==> src/rtl/div_16.sv <==
// Signed 16-bit restoring divider: one shift-subtract step per cycle on operand
// magnitudes, with signs restored and the exception cases flagged at the end.
module div_16 #(
   parameter int WIDTH = 16
) (
   input  logic             clock,
   input  logic             reset,
   input  logic [WIDTH-1:0] data_operandA,
   input  logic [WIDTH-1:0] data_operandB,
   input  logic             ctrl_DIV,
   output logic [WIDTH-1:0] data_result,
   output logic [WIDTH-1:0] data_remainder,
   output logic             data_exception,
   output logic             data_resultRDY,
   output logic             busy
);

   localparam int CW = $clog2(WIDTH);

   typedef enum logic [1:0] {IDLE, RUN, DONE} state_t;

   state_t           state_reg, state_next;
   logic [CW-1:0]    count_reg;
   logic [WIDTH:0]   rem_reg;
   logic [WIDTH-1:0] quo_reg;
   logic [WIDTH-1:0] divisor_reg;
   logic             sign_q_reg;
   logic             sign_r_reg;
   logic [WIDTH-1:0] result_reg;
   logic [WIDTH-1:0] remainder_reg;
   logic             exception_reg;

   logic             start;
   logic             last_step;
   logic             div_zero;
   logic             overflow;
   logic             exc;
   logic [WIDTH-1:0] a_mag;
   logic [WIDTH-1:0] b_mag;
   logic [WIDTH:0]   shifted;
   logic [WIDTH:0]   diff;
   logic [WIDTH:0]   rem_step;
   logic [WIDTH-1:0] quo_step;

   // Magnitude of 0x8000 wraps back to 0x8000, which is correct read as unsigned.
   assign a_mag     = data_operandA[WIDTH-1] ? -data_operandA : data_operandA;
   assign b_mag     = data_operandB[WIDTH-1] ? -data_operandB : data_operandB;
   assign div_zero  = (data_operandB == '0);
   assign overflow  = (data_operandA == {1'b1, {(WIDTH-1){1'b0}}}) && (data_operandB == '1);
   assign exc       = div_zero || overflow;
   assign start     = (state_reg == IDLE) && ctrl_DIV;
   assign last_step = (count_reg == CW'(WIDTH-1));

   assign shifted  = {rem_reg[WIDTH-1:0], quo_reg[WIDTH-1]};
   assign diff     = shifted - {1'b0, divisor_reg};
   assign rem_step = diff[WIDTH] ? shifted : diff;
   assign quo_step = {quo_reg[WIDTH-2:0], ~diff[WIDTH]};

   always_ff @(posedge clock or posedge reset) begin
      if (reset) begin
         state_reg <= IDLE;
      end else begin
         state_reg <= state_next;
      end
   end

   always_comb begin
      state_next = state_reg;
      case (state_reg)
         IDLE: if (ctrl_DIV) state_next = exc ? DONE : RUN;
         RUN:  if (last_step) state_next = DONE;
         DONE: state_next = IDLE;
         default: state_next = IDLE;
      endcase
   end

   always_ff @(posedge clock or posedge reset) begin
      if (reset) begin
         count_reg     <= '0;
         rem_reg       <= '0;
         quo_reg       <= '0;
         divisor_reg   <= '0;
         sign_q_reg    <= 1'b0;
         sign_r_reg    <= 1'b0;
         result_reg    <= '0;
         remainder_reg <= '0;
         exception_reg <= 1'b0;
      end else if (start) begin
         count_reg     <= '0;
         rem_reg       <= '0;
         quo_reg       <= a_mag;
         divisor_reg   <= b_mag;
         sign_q_reg    <= data_operandA[WIDTH-1] ^ data_operandB[WIDTH-1];
         sign_r_reg    <= data_operandA[WIDTH-1];
         exception_reg <= exc;
         if (exc) begin
            result_reg    <= '0;
            remainder_reg <= '0;
         end
      end else if (state_reg == RUN) begin
         rem_reg   <= rem_step;
         quo_reg   <= quo_step;
         count_reg <= count_reg + CW'(1);
         // Final step: publish sign-restored outputs as DONE is entered.
         if (last_step) begin
            result_reg    <= sign_q_reg ? -quo_step : quo_step;
            remainder_reg <= sign_r_reg ? -rem_step[WIDTH-1:0] : rem_step[WIDTH-1:0];
         end
      end
   end

   assign data_result    = result_reg;
   assign data_remainder = remainder_reg;
   assign data_exception = exception_reg;
   assign data_resultRDY = (state_reg == DONE);
   assign busy           = (state_reg != IDLE);

endmodule
==> config.mk <==
export PLATFORM = sky130hd
export DESIGN_NAME = div_16
export DESIGN_NICKNAME = d
export VERILOG_FILES = /design/src/rtl/div_16.sv
export SDC_FILE = /design/constraint.sdc
export NUM_CORES = 1
export LEC_CHECK = 0
export CORE_AREA = 10 10 112 114
export DETAILED_ROUTE_END_ITERATION = 16
export DIE_AREA = 0 0 122 124
export PLACE_DENSITY = 0.82
export SLEW_MARGIN = 10
export SYNTH_ARGS = -nofsm -noshare
export SYNTH_HDL_FRONTEND = slang
export SYNTH_SLANG_ARGS = --single-unit
==> constraint.sdc <==
create_clock -name clock -period 4.2 [get_ports clock]
set_input_delay 0.42 -clock clock [delete_from_list [all_inputs] [get_ports clock]]
set_output_delay 0.42 -clock clock [all_outputs]
set_load 0.01 [all_outputs]
==> impl_metrics.csv <==
group,metric,value,unit
run_status,run_status,"completed",
floorplanning,dieWidth,122,µm
global_route,grt_pass1_vias,4891,
sta,timing.final.setup_violations,0,
cts,cts_setup_buffers,0,
synthesis,synthFlopType,"sky130_fd_sc_hd__dfrtp_1",
sta,timing.setup.tns,0,ns
global_route,globalRouteTotalUtil,19.68,%
layout,finalInstanceArea,6824,µm²
floorplanning,pin_count,70,
global_route,grt_antenna_before_repair,0,
floorplanning,dieArea,15130,µm²
cts,root_buf_cell,"sky130_fd_sc_hd__clkbuf_8",
worst_setup_path,start_kind,"flop",
global_route,grt_start_max_net_pins,62,
layout,seq_area,2227,µm²
synthesis,synth_top_family_by_area,"compound AO/OA/AOI/OAI gates",
synthesis,yosysWarningCount,0,
worst_setup_path,timing.critical_path.buf_inv,4,
cts,clock_sinks,89,
drt,drt_first_iter_violations,423,
sta,final-max-slew-violation-count,0,
global_route,grt_pass1_wl,24.15,mm
worst_setup_path,cp_slowest_stage_delay,0.43,ns
power_and_ir_drop,ir_drop,0.0003707,V
worst_setup_path,crit_family,"adder cells",
cts,clk_pin_slew,0.10,ns
drt,ratio_of_routed_vias_to_standard_cells,5.887,
sta,max_slew_margin,31.81,%
floorplanning,die_h,124,µm
sta,tightestPinTransition,1.023,ns
sta,finClkSkew,0.01327,ns
synthesis,synthAdderAreaFrac,5.095,%
worst_setup_path,critPathMostFrequentCell,"sky130_fd_sc_hd__inv_1",
synthesis,muxShareOfSynthArea,4.728,%
synthesis,netlist_area,5796,µm²
drt,drt-total-wl,14.53,mm
floorplanning,initial_core_util,56.65,%
sta,timing.final.hold_violations,0,
worst_setup_path,worstPathCellList,"inv_1, ha_1, inv_1, fa_1, a211oi_2, o211ai_2, nand3_1, nand2_1, nor2_4, buf_4, mux2i_1, ha_1, inv_1, nor3_2, o21ai_1, a32o_1",
layout,area_of_combinational_cells_with_multiple_inputs,3336,µm²
synthesis,synth_enable_flop_cells,0,
placed_design,globalplace.congestion,0.9291,
drt,routed-via-count,5063,
floorplanning,core-area,10230,µm²
synthesis,syn-instance-count,659,
synthesis,synth_nets,717,
synthesis,ys_ff_latch,89,
synthesis,synth_compound_gate_area_share,21.83,%
cts,clkLatencyLatePin,0.38,ns
drt,detail_route.wl_per_cell,16.89,µm
layout,antenna_cells_inserted,0,
drt,drt_first_pass_iters,5,
synthesis,yosys.area_share.xor_xnor,9.521,%
synthesis,synth_cell_type_count,67,
global_route,grt_remaining_overflow,0,
layout,final_nets,777,
worst_setup_path,crit_fanout,20,
worst_setup_path,worst-setup-path-type,"reg2reg",
worst_setup_path,required,4.47,ns
synthesis,avgSynthCellArea,8.794,µm²
placed_design,dpl-instance-area,6611,µm²
sta,max_freq,0.2600,GHz
cts,cts_resized,0,
worst_hold_path,worstHoldPathType,"reg2reg",
drt,route.detailed.drc,0,
power_and_ir_drop,power_density,942.2,nW/µm²
cts,cts-buffers-inserted,9,
floorplanning,num_rows,37,
layout,synthToLayoutAreaGrowth,17.75,%
worst_setup_path,worst_ep_arrival_time,4.12,ns
layout,layout-drive-gt1-share,6.906,%
cts,clockBufferDepth,2,
sta,min_period_over_period,91.56,%
cts,ctsHtreeMaxLevel,3,
cts,holdBufCountCts,0,
placed_design,placement.io_buffers,69,
sta,rsz0062_at_grt,"no",
synthesis,synth_simple_gate_area_share,16.32,%
synthesis,asyncSetResetFlopFracSynth,100.0,%
worst_setup_path,timing.critical_path.to_type,"flop",
cts,clock_tree_from_tritoncts,"built",
placed_design,hpwl,11.41,mm
run,max_cap_violations,0,
layout,filler_cell_count,859,
power_and_ir_drop,leakagePower,2.890,nW
sta,timing.final.crit_period,3.846,ns
drt,number_of_antenna_violating_nets_in_the_routed_design,0,
layout,final_util,66.70,%
worst_setup_path,cp_slowest_cell,"sky130_fd_sc_hd__fa_1",
synthesis,synth-seq-area-share,38.43,%
-- cell families after synthesis --
| family | after synthesis |
|---|---|
| adders and majority gates | 23 |
| and+or+nand+nor | 196 |
| AOI/OAI and AO/OA | 203 |
| xor gates and xnor gates | 63 |
| DFF | 89 |
| buffers and inverters | 60 |
| muxes | 25 |
-- layer usage --
metal	global-route usage [%]	vias up	wire length, µm
met5	0	-	0
met4	7.601	0	287
met3	2.896	25	1075
met2	30.99	193	6550
met1	26.82	2367	6615
li1	-	2478	-
-- cell type report --
type	count	area share [%]
multi-input cells	510	48.88
flip-flops and latches	89	32.64
repair buffers	78	11.11
well taps	136	2.494
clock buffers	11	2.219
inverters	31	1.760
clock inverters	5	0.8984
-- final timing paths --
| check | startpoint | end | slack [ns] | cells after the start |
|---|---|---|---|---|
| min in group asynchronous | reset | data_result[7] | 0.58 | 2 |
| hold / removal | data_remainder[13] | data_remainder[13] | 0.48 | 2 |
| setup / recovery | quo_reg[15] | data_remainder[12] | 0.35 | 16 |
| hold reg to reg | data_remainder[13] | data_remainder[13] | 0.48 | 2 |
| setup reg to reg | quo_reg[15] | data_remainder[12] | 0.35 | 16 |
| max in group asynchronous | reset | divisor_reg[6] | 2.69 | 3 |
-- report_power, final --
part | internal, mW | switching, mW | leakage (nW)
Clock | 0.312 | 0.318 | 0.110
Sequential | 1.25 | 0.391 | 1.12
Combinational | 1.75 | 2.40 | 1.66
Total | 3.32 | 3.11 | 2.89
-- placed cells by master, fill, tap and decap left out, types with 4 or more instances in the layout --
cell	count
sky130_fd_sc_hd__mux2_2	5
sky130_fd_sc_hd__a22oi_1	15
sky130_fd_sc_hd__mux2i_1	17
sky130_fd_sc_hd__clkbuf_8	11
sky130_fd_sc_hd__inv_1	29
sky130_fd_sc_hd__clkdlybuf4s50_1	69
sky130_fd_sc_hd__xor2_1	41
sky130_fd_sc_hd__o21ai_0	94
sky130_fd_sc_hd__o41ai_1	5
sky130_fd_sc_hd__nand3_1	23
sky130_fd_sc_hd__dfrtp_1	89
sky130_fd_sc_hd__a21oi_1	22
sky130_fd_sc_hd__or3_1	6
sky130_fd_sc_hd__nor2b_1	10
sky130_fd_sc_hd__o31ai_1	16
sky130_fd_sc_hd__nor3_1	7
sky130_fd_sc_hd__a21o_1	4
sky130_fd_sc_hd__nand4_1	5
sky130_fd_sc_hd__nor2_1	24
sky130_fd_sc_hd__nand2b_1	8
sky130_fd_sc_hd__o21ai_1	10
sky130_fd_sc_hd__a31oi_1	6
sky130_fd_sc_hd__buf_4	9
sky130_fd_sc_hd__xnor2_1	22
sky130_fd_sc_hd__ha_1	22
sky130_fd_sc_hd__nand2_1	86
-- worst min-delay path: cells and delay by family (launching register included) --
family	cells	cell delay, ns
flops	1	0.35
simple gates	1	0.06
compound gates	1	0.05
-- synth_stat cells (6+ instances only) --
cell	n	share of area, %
sky130_fd_sc_hd__or3_1	6	0.65
sky130_fd_sc_hd__nand3_1	23	2.0
sky130_fd_sc_hd__a21oi_1	23	2.0
sky130_fd_sc_hd__ha_1	22	4.7
sky130_fd_sc_hd__o21ai_0	94	8.1
sky130_fd_sc_hd__inv_1	30	1.9
sky130_fd_sc_hd__nor2_1	24	1.6
sky130_fd_sc_hd__a31oi_1	6	0.65
sky130_fd_sc_hd__o31ai_1	16	2.1
sky130_fd_sc_hd__mux2i_1	17	2.9
sky130_fd_sc_hd__o21ai_1	10	0.86
sky130_fd_sc_hd__nand2_1	86	5.6
sky130_fd_sc_hd__a22oi_1	15	1.9
sky130_fd_sc_hd__xor2_1	41	6.2
sky130_fd_sc_hd__dfrtp_1	89	38
sky130_fd_sc_hd__nor2b_1	10	1.1
sky130_fd_sc_hd__nor3_1	7	0.60
sky130_fd_sc_hd__clkbuf_1	26	1.7
sky130_fd_sc_hd__xnor2_1	22	3.3
sky130_fd_sc_hd__nand2b_1	8	0.86
-- metrics by stage --
stage | total power [mW] | hold slack [ns] | cells | worst slack, ns
3_5_place_dp | 5.770 | 0.4675 | 844 | 0.4176
3_3_place_gp | 5.616 | 0.4609 | 844 | 0.6556
2_1_floorplan | 4.623 | 0.4498 | 659 | 0.9076
5_1_grt | 6.989 | 0.5039 | 860 | 0.1634
4_1_cts | 6.412 | 0.4884 | 860 | 0.3782
6_report | 6.430 | 0.4822 | 860 | 0.3544
(Power assumes the default switching activity.)
